==> src/rtl/pong_game.sv <==
// -----------------------------------------------------------------------------
// pong_game
//   Game engine and pixel renderer for a 640x480p60 Pong. Sits directly after
//   the display timing generator. All game state (ball, paddles, scores, FSM)
//   changes once per frame on the frame tick (first pixel of the first
//   blanking line). The pixel colour, syncs and DE are registered together,
//   giving one cycle of latency on every vga_* output.
//
// Ports
//   clk_pix, rst_pix       pixel clock; asynchronous active-high reset
//   sx, sy                 current pixel position from the timing generator
//   hsync, vsync, de       timing generator syncs (negative) and data enable
//   btn_up, btn_dn         left player controls, already synchronised
//   vga_hsync/vsync/de     inputs delayed one cycle
//   vga_r, vga_g, vga_b    4-bit pixel colour, aligned with vga_de
//   score_l, score_r       current scores
// -----------------------------------------------------------------------------
module pong_game #(
   parameter int H_RES        = 640,
   parameter int V_RES        = 480,
   parameter int BALL_SIZE    = 8,
   parameter int BALL_SPD     = 2,
   parameter int PAD_W        = 10,
   parameter int PAD_H        = 48,
   parameter int PAD_OFFS     = 32,
   parameter int PAD_SPD      = 4,
   parameter int SERVE_FRAMES = 60,
   parameter int WIN_SCORE    = 9
) (
   input  logic       clk_pix,
   input  logic       rst_pix,
   input  logic [9:0] sx,
   input  logic [9:0] sy,
   input  logic       hsync,
   input  logic       vsync,
   input  logic       de,
   input  logic       btn_up,
   input  logic       btn_dn,
   output logic       vga_hsync,
   output logic       vga_vsync,
   output logic       vga_de,
   output logic [3:0] vga_r,
   output logic [3:0] vga_g,
   output logic [3:0] vga_b,
   output logic [3:0] score_l,
   output logic [3:0] score_r
);

   // All geometry is held in 11 bits so that no sum of a position and a size
   // or speed can wrap.
   localparam logic [10:0] HR     = 11'(H_RES);
   localparam logic [10:0] VR     = 11'(V_RES);
   localparam logic [10:0] BS     = 11'(BALL_SIZE);
   localparam logic [10:0] BSPD   = 11'(BALL_SPD);
   localparam logic [10:0] PH     = 11'(PAD_H);
   localparam logic [10:0] PSPD   = 11'(PAD_SPD);
   localparam logic [10:0] PO     = 11'(PAD_OFFS);
   localparam logic [10:0] EL     = 11'(PAD_OFFS + PAD_W);          // left paddle face
   localparam logic [10:0] ER     = 11'(H_RES - PAD_OFFS - PAD_W);  // right paddle face
   localparam logic [10:0] PR_END = 11'(H_RES - PAD_OFFS);
   localparam logic [10:0] BX0    = 11'((H_RES - BALL_SIZE) / 2);
   localparam logic [10:0] BY0    = 11'((V_RES - BALL_SIZE) / 2);
   localparam logic [10:0] PY0    = 11'((V_RES - PAD_H) / 2);
   localparam logic [10:0] PY_MAX = 11'(V_RES - PAD_H);
   localparam logic [10:0] NET_L  = 11'(H_RES / 2 - 2);
   localparam logic [10:0] NET_R  = 11'(H_RES / 2 + 1);
   localparam logic [3:0]  WIN    = 4'(WIN_SCORE);
   localparam int          CNT_W  = $clog2(SERVE_FRAMES + 1);
   localparam logic [CNT_W-1:0] SERVE_LAST = CNT_W'(SERVE_FRAMES - 1);

   typedef enum logic [1:0] {SERVE, PLAY, OVER} state_t;

   // Registered game state and its next values
   state_t            state, state_n;
   logic [CNT_W-1:0]  cnt, cnt_n;
   logic [10:0]       bx, bx_n, by, by_n;
   logic              dx_r, dx_r_n;      // 1: ball moving right
   logic              dy_d, dy_d_n;      // 1: ball moving down
   logic [10:0]       py_l, py_l_n, py_r, py_r_n;
   logic [3:0]        score_l_n, score_r_n;

   // Per-tick helper terms
   logic        ftick;
   logic        ai_up, ai_dn;
   logic        ovl_l, ovl_r;
   logic        goal_l, goal_r;
   logic [3:0]  new_score;

   assign ftick = (sy == 10'(V_RES)) && (sx == 10'd0);

   // The AI chases the ball using the pre-tick positions.
   assign ai_up = by < py_r;
   assign ai_dn = !ai_up && (by + BS > py_r + PH);

   assign ovl_l = (by + BS > py_l) && (by < py_l + PH);
   assign ovl_r = (by + BS > py_r) && (by < py_r + PH);

   // One paddle step; both or neither direction holds position.
   function automatic logic [10:0] pad_step(input logic [10:0] py,
                                            input logic up, input logic dn);
      logic [10:0] res;
      res = py;
      if (up && !dn)
         res = (py < PSPD) ? 11'd0 : py - PSPD;
      else if (dn && !up)
         res = (py + PSPD > PY_MAX) ? PY_MAX : py + PSPD;
      return res;
   endfunction

   function automatic logic [3:0] sat_inc(input logic [3:0] s);
      return (s == 4'hF) ? 4'hF : s + 4'd1;
   endfunction

   // NOTE: sequential state uses non-blocking assignments so every register
   // samples the pre-edge value of every other register.
   always_ff @(posedge clk_pix or posedge rst_pix) begin
      if (rst_pix) begin
         state   <= SERVE;
         cnt     <= '0;
         bx      <= BX0;
         by      <= BY0;
         dx_r    <= 1'b1;
         dy_d    <= 1'b1;
         py_l    <= PY0;
         py_r    <= PY0;
         score_l <= 4'd0;
         score_r <= 4'd0;
      end else begin
         state   <= state_n;
         cnt     <= cnt_n;
         bx      <= bx_n;
         by      <= by_n;
         dx_r    <= dx_r_n;
         dy_d    <= dy_d_n;
         py_l    <= py_l_n;
         py_r    <= py_r_n;
         score_l <= score_l_n;
         score_r <= score_r_n;
      end
   end

   // NOTE: every variable written here gets a default first, so no path
   // through the block can leave one unassigned and infer a latch.
   always_comb begin
      state_n   = state;
      cnt_n     = cnt;
      bx_n      = bx;
      by_n      = by;
      dx_r_n    = dx_r;
      dy_d_n    = dy_d;
      py_l_n    = py_l;
      py_r_n    = py_r;
      score_l_n = score_l;
      score_r_n = score_r;
      goal_l    = 1'b0;
      goal_r    = 1'b0;
      new_score = 4'd0;

      if (ftick) begin
         case (state)
            SERVE: begin
               py_l_n = pad_step(py_l, btn_up, btn_dn);
               py_r_n = pad_step(py_r, ai_up, ai_dn);
               if (cnt == SERVE_LAST) begin
                  state_n = PLAY;
                  cnt_n   = '0;
               end else begin
                  cnt_n = cnt + CNT_W'(1);
               end
            end

            PLAY: begin
               py_l_n = pad_step(py_l, btn_up, btn_dn);
               py_r_n = pad_step(py_r, ai_up, ai_dn);

               // Vertical: bounce off top and bottom walls.
               if (!dy_d) begin
                  if (by < BSPD) begin
                     by_n   = 11'd0;
                     dy_d_n = 1'b1;
                  end else begin
                     by_n = by - BSPD;
                  end
               end else if (by + BS + BSPD > VR) begin
                  by_n   = VR - BS;
                  dy_d_n = 1'b0;
               end else begin
                  by_n = by + BSPD;
               end

               // Horizontal: a paddle hit only counts when the ball is about to
               // cross the face this tick, so a ball already past it is lost.
               if (!dx_r) begin
                  if (bx >= EL && bx - BSPD < EL && ovl_l) begin
                     bx_n   = EL;
                     dx_r_n = 1'b1;
                  end else if (bx < BSPD) begin
                     goal_r = 1'b1;
                  end else begin
                     bx_n = bx - BSPD;
                  end
               end else begin
                  if (bx + BS <= ER && bx + BS + BSPD > ER && ovl_r) begin
                     bx_n   = ER - BS;
                     dx_r_n = 1'b0;
                  end else if (bx + BS + BSPD > HR) begin
                     goal_l = 1'b1;
                  end else begin
                     bx_n = bx + BSPD;
                  end
               end

               // A goal overrides the ball update: re-centre, serve toward the
               // player who conceded, keep the vertical direction held before
               // this tick.
               if (goal_l || goal_r) begin
                  bx_n   = BX0;
                  by_n   = BY0;
                  dy_d_n = dy_d;
                  dx_r_n = goal_l;
                  cnt_n  = '0;
                  if (goal_l) begin
                     new_score = sat_inc(score_l);
                     score_l_n = new_score;
                  end else begin
                     new_score = sat_inc(score_r);
                     score_r_n = new_score;
                  end
                  state_n = (new_score == WIN) ? OVER : SERVE;
               end
            end

            OVER: begin
               if (btn_up && btn_dn) begin
                  score_l_n = 4'd0;
                  score_r_n = 4'd0;
                  bx_n      = BX0;
                  by_n      = BY0;
                  py_l_n    = PY0;
                  py_r_n    = PY0;
                  cnt_n     = '0;
                  state_n   = SERVE;
               end
            end

            default: state_n = SERVE;
         endcase
      end
   end

   // ---------------------------------------------------------------------------
   // Renderer: draws from the registered state only, so a tick on this edge
   // does not affect the pixel emitted for it.
   // ---------------------------------------------------------------------------
   logic [10:0] sx_e, sy_e;
   logic        in_ball, in_pad_l, in_pad_r, on_net;
   logic [11:0] colour;

   assign sx_e = {1'b0, sx};
   assign sy_e = {1'b0, sy};

   assign in_ball  = (sx_e >= bx) && (sx_e < bx + BS) &&
                     (sy_e >= by) && (sy_e < by + BS) && (state != OVER);
   assign in_pad_l = (sx_e >= PO) && (sx_e < EL) &&
                     (sy_e >= py_l) && (sy_e < py_l + PH);
   assign in_pad_r = (sx_e >= ER) && (sx_e < PR_END) &&
                     (sy_e >= py_r) && (sy_e < py_r + PH);
   assign on_net   = (sx_e >= NET_L) && (sx_e <= NET_R) && !sy[3];

   always_comb begin
      colour = 12'h000;
      if (!de)
         colour = 12'h000;
      else if (in_ball || in_pad_l || in_pad_r)
         colour = 12'hFFF;
      else if (on_net)
         colour = 12'h888;
      else if (state == OVER)
         colour = 12'h400;
      else
         colour = 12'h113;
   end

   always_ff @(posedge clk_pix or posedge rst_pix) begin
      if (rst_pix) begin
         vga_hsync <= 1'b1;
         vga_vsync <= 1'b1;
         vga_de    <= 1'b0;
         vga_r     <= 4'h0;
         vga_g     <= 4'h0;
         vga_b     <= 4'h0;
      end else begin
         vga_hsync <= hsync;
         vga_vsync <= vsync;
         vga_de    <= de;
         {vga_r, vga_g, vga_b} <= colour;
      end
   end

endmodule

==> config.mk <==
export PLATFORM = sky130hd
export DESIGN_NAME = pong_game
export DESIGN_NICKNAME = d
export VERILOG_FILES = /design/src/rtl/pong_game.sv
export SDC_FILE = /design/constraint.sdc
export NUM_CORES = 1
export LEC_CHECK = 0
export CAP_MARGIN = 0
export CORE_UTILIZATION = 56
export DETAILED_ROUTE_END_ITERATION = 8
export PLACE_DENSITY = 0.87
export SLEW_MARGIN = 30
export SYNTH_ARGS = -nofsm -noshare
export SYNTH_HDL_FRONTEND = slang
export SYNTH_SLANG_ARGS = --single-unit
==> constraint.sdc <==
create_clock -name clk_pix -period 3.6 [get_ports clk_pix]
set_input_delay 0.54 -clock clk_pix [delete_from_list [all_inputs] [get_ports clk_pix]]
set_output_delay 0.54 -clock clk_pix [all_outputs]
set_load 0.05 [all_outputs]
==> impl_metrics.csv <==
group,metric,value,unit
routing,first_iter_violations,723,
yosys,async_reset_ff_share,100.0,%
sta,max_freq,287.9,MHz
yosys,synth_nets,1217,
critical_path,end_kind,"register",
clocking,clk_latency,0.36,ns
floorplanning,io_pins,50,
sta,finClkSkew,0.01348,ns
final_layout,diodes,0,
min_path,hp-class,"register to register",
clocking,clkSinkCount,63,
yosys,synth_area,8383,sq um
floorplanning,num_rows,44,
clocking,clkTransAtPathRegs,0.06,ns
floorplanning,core-area,14590,sq um
global_routing,grt_usage,35.31,%
global_routing,overflow,0,
final_layout,layout_common_cells,"ha_1, buf_4, nand2_1, a21oi_1, inv_1",
yosys,syn-instance-count,1054,
global_routing,grt_pass1_vias,8553,
global_routing,grt_pass1_wl,43860,um
clocking,cts-htree-levels,3,
clocking,tritoncts,"done",
yosys,ys_seq_elements,63,
final_layout,final_cell_count_no_fill,1360,
power_and_ir_drop,ir_worst_vdd,0.0002225,V
power_and_ir_drop,switching_share,26.74,%
routing,dr.pass1.iters,6,
routing,ant_nets,0,
clocking,cts_root_buf,"clkbuf_16",
placement,dp_cells,1339,
final_layout,syn_to_final_growth,20.95,%
global_routing,grt_max_degree,34,
power_and_ir_drop,p_total,1.819,mW
clocking,cts_buffer_depth,2,
yosys,synth_ff_type,"dfrtp_1",
power_and_ir_drop,p_int,1.333,mW
sta,tightest_slew,0.7363,ns
clocking,postCtsHoldBufs,0,
critical_path,worstSetupPathType,"register to register",
power_and_ir_drop,p_sw,0.4865,mW
power_and_ir_drop,combPwrFrac,9.8,%
routing,vias_per_cell,6.614,
sta,setup_violations,0,
placement,port_buffers,49,
power_and_ir_drop,power_density,179.4,nW/um^2
critical_path,cp.arrival,3.75,ns
yosys,yosysWarnings,0,
yosys,synth_edf_count,0,
placement,place_hpwl,21270,um
sta,rsz0062_at_grt,"true",
sta,min_period,3.474,ns
routing,wl_per_cell,20.28,um
floorplanning,fp.dieH,124.4,um
sta,post-route-period-util,96.50,%
critical_path,path_max_fanout,6,
sta,relSlewSlack,50.46,%
clocking,cts_buffers,9,
yosys,seq_area_frac_synth,19.13,%
yosys,syn-mean-instance-area,7.954,sq um
flow_run,drv.max_cap_violation_count,0,
critical_path,required,3.87,ns
critical_path,start_kind,"register",
final_layout,layout_commonest_cell,"ha_1",
power_and_ir_drop,seqPwrFrac,39.2,%
global_routing,antenna_found_initial,0,
routing,drcViolationCount,0,
floorplanning,die_w,124.4,um
floorplanning,dieArea,15460,sq um
yosys,ys_types,90,
power_and_ir_drop,clockPowerShare,51.0,%
routing,totalWireLength,27580,um
run_status,outcome,"complete, no violations",
placement,gp_congestion,1.016,
sta,hold_viol,0,
sta,slew_violations,0,
power_and_ir_drop,power_leakage,4.397,nW
final_layout,num-nets-final,1334,
routing,via_count,8995,
final_layout,drive_gt1_share,16.92,%
floorplanning,start_util,57.46,%
==> path summary, 6_finish.rpt <==
| check | start | endpoint | slack [ns] | depth (start not counted) |
|---|---|---|---|---|
| worst min-delay path | cnt[1] | cnt[1] | 0.52 | 2 |
| worst max-delay path | by[6] | by[10] | 0.13 | 14 |
| worst max register to register | by[6] | by[10] | 0.13 | 14 |
| min in group asynchronous | rst_pix | bx[1] | 0.59 | 2 |
| worst min register to register | cnt[1] | cnt[1] | 0.52 | 2 |
| max in group asynchronous | rst_pix | by[3] | 2.19 | 3 |
==> flip-flops by register name, indices dropped and copies added (netlist names), 2 cells and up <==
name	flops
bx	10
by	10
cnt	6
py_l	9
py_r	9
score_l	4
score_r	4
state	2
vga_b	3
==> Yosys cell counts, types with 15 or more instances <==
cell	number	area share, %
clkbuf_1	29	1.3
a31oi_1	16	1.2
a21o_1	16	1.4
ha_1	136	20
dfrtp_1	41	12
dfstp_2	22	6.9
o22ai_1	15	1.1
nor2_1	62	2.8
nor4_1	17	1.3
nand2b_1	17	1.3
a21oi_1	82	4.9
xnor2_1	37	3.9
nand2_1	94	4.2
o21ai_0	66	3.9
inv_1	72	3.2
nand3_1	35	2.1
nor3_1	34	2.0
==> power by group through the flow <==
stage                     sequential, mW  combinational [mW]  clock (mW)
after floorplan                    0.734              0.0659           0
after global placement             0.725               0.170           0
after detailed placement           0.725               0.173           0
after CTS                          0.713               0.175       0.933
after global routing               0.713               0.195       0.965
final                              0.713               0.178       0.929
==> final cells by class <==
| class | instances | area (sq um) |
|---|---|---|
| fill | 1180 | 4449 |
| inverter | 75 | 284.0 |
| clock buffer | 9 | 225.2 |
| clock inverter | 7 | 78.83 |
| timing repair buffer | 153 | 1296 |
| multi-input combinational | 869 | 6420 |
| sequential | 63 | 1605 |
| tap | 184 | 230.2 |
==> kinds of logic after synthesis <==
family	after synthesis	share of synthesized area (%)
simple gates	339	20.69
compound gates	338	27.18
fa+ha+maj	137	20.42
buf+inv	123	6.313
flops	63	19.13
xor+xnor	44	5.000
mux	10	1.269
==> timing repair <==
item | in CTS | in global routing
resized for setup | 0 | 22
endpoints found under the setup margin | 0 | 26
setup buffers | 0 | 4
==> metrics by stage <==
step	hold slack (ns)	setup TNS [ns]	setup slack [ns]	utilization, %	instance area [sq um]
2_1_floorplan	0.4618	0	0.02511	-	8469
3_3_place_gp	0.4820	0	0.1248	66.45	9694
3_5_place_dp	0.5092	0	0.08180	66.45	9694
4_1_cts	0.5174	0	0.03191	68.53	9998
5_1_grt	0.5539	-0.2804	-0.05425	69.50	10140
6_report	0.5218	0	0.1261	69.50	10140
==> critical path, cell delays in order (launching register included) <==
cell	delay (ns)
dfstp_2	0.58
nand2_1	0.09
nor4_2	0.25
xnor2_1	0.17
inv_1	0.08
ha_1	0.32
nand3_2	0.10
nor2_1	0.16
a221oi_2	0.10
a211oi_4	0.31
a31oi_2	0.15
a21boi_4	0.18
or4_4	0.50
o31ai_2	0.26
o2bb2ai_1	0.13
==> metal layers <==
metal / part of all wire (%) / GRT usage (%) / up-vias
met5: 0 / 0 / -
met4: 4.2 / 16.51 / 0
met3: 10 / 7.646 / 95
met2: 45 / 56.03 / 518
met1: 40 / 45.57 / 4187
li1: - / - / 4195
(Power assumes the default switching activity.)
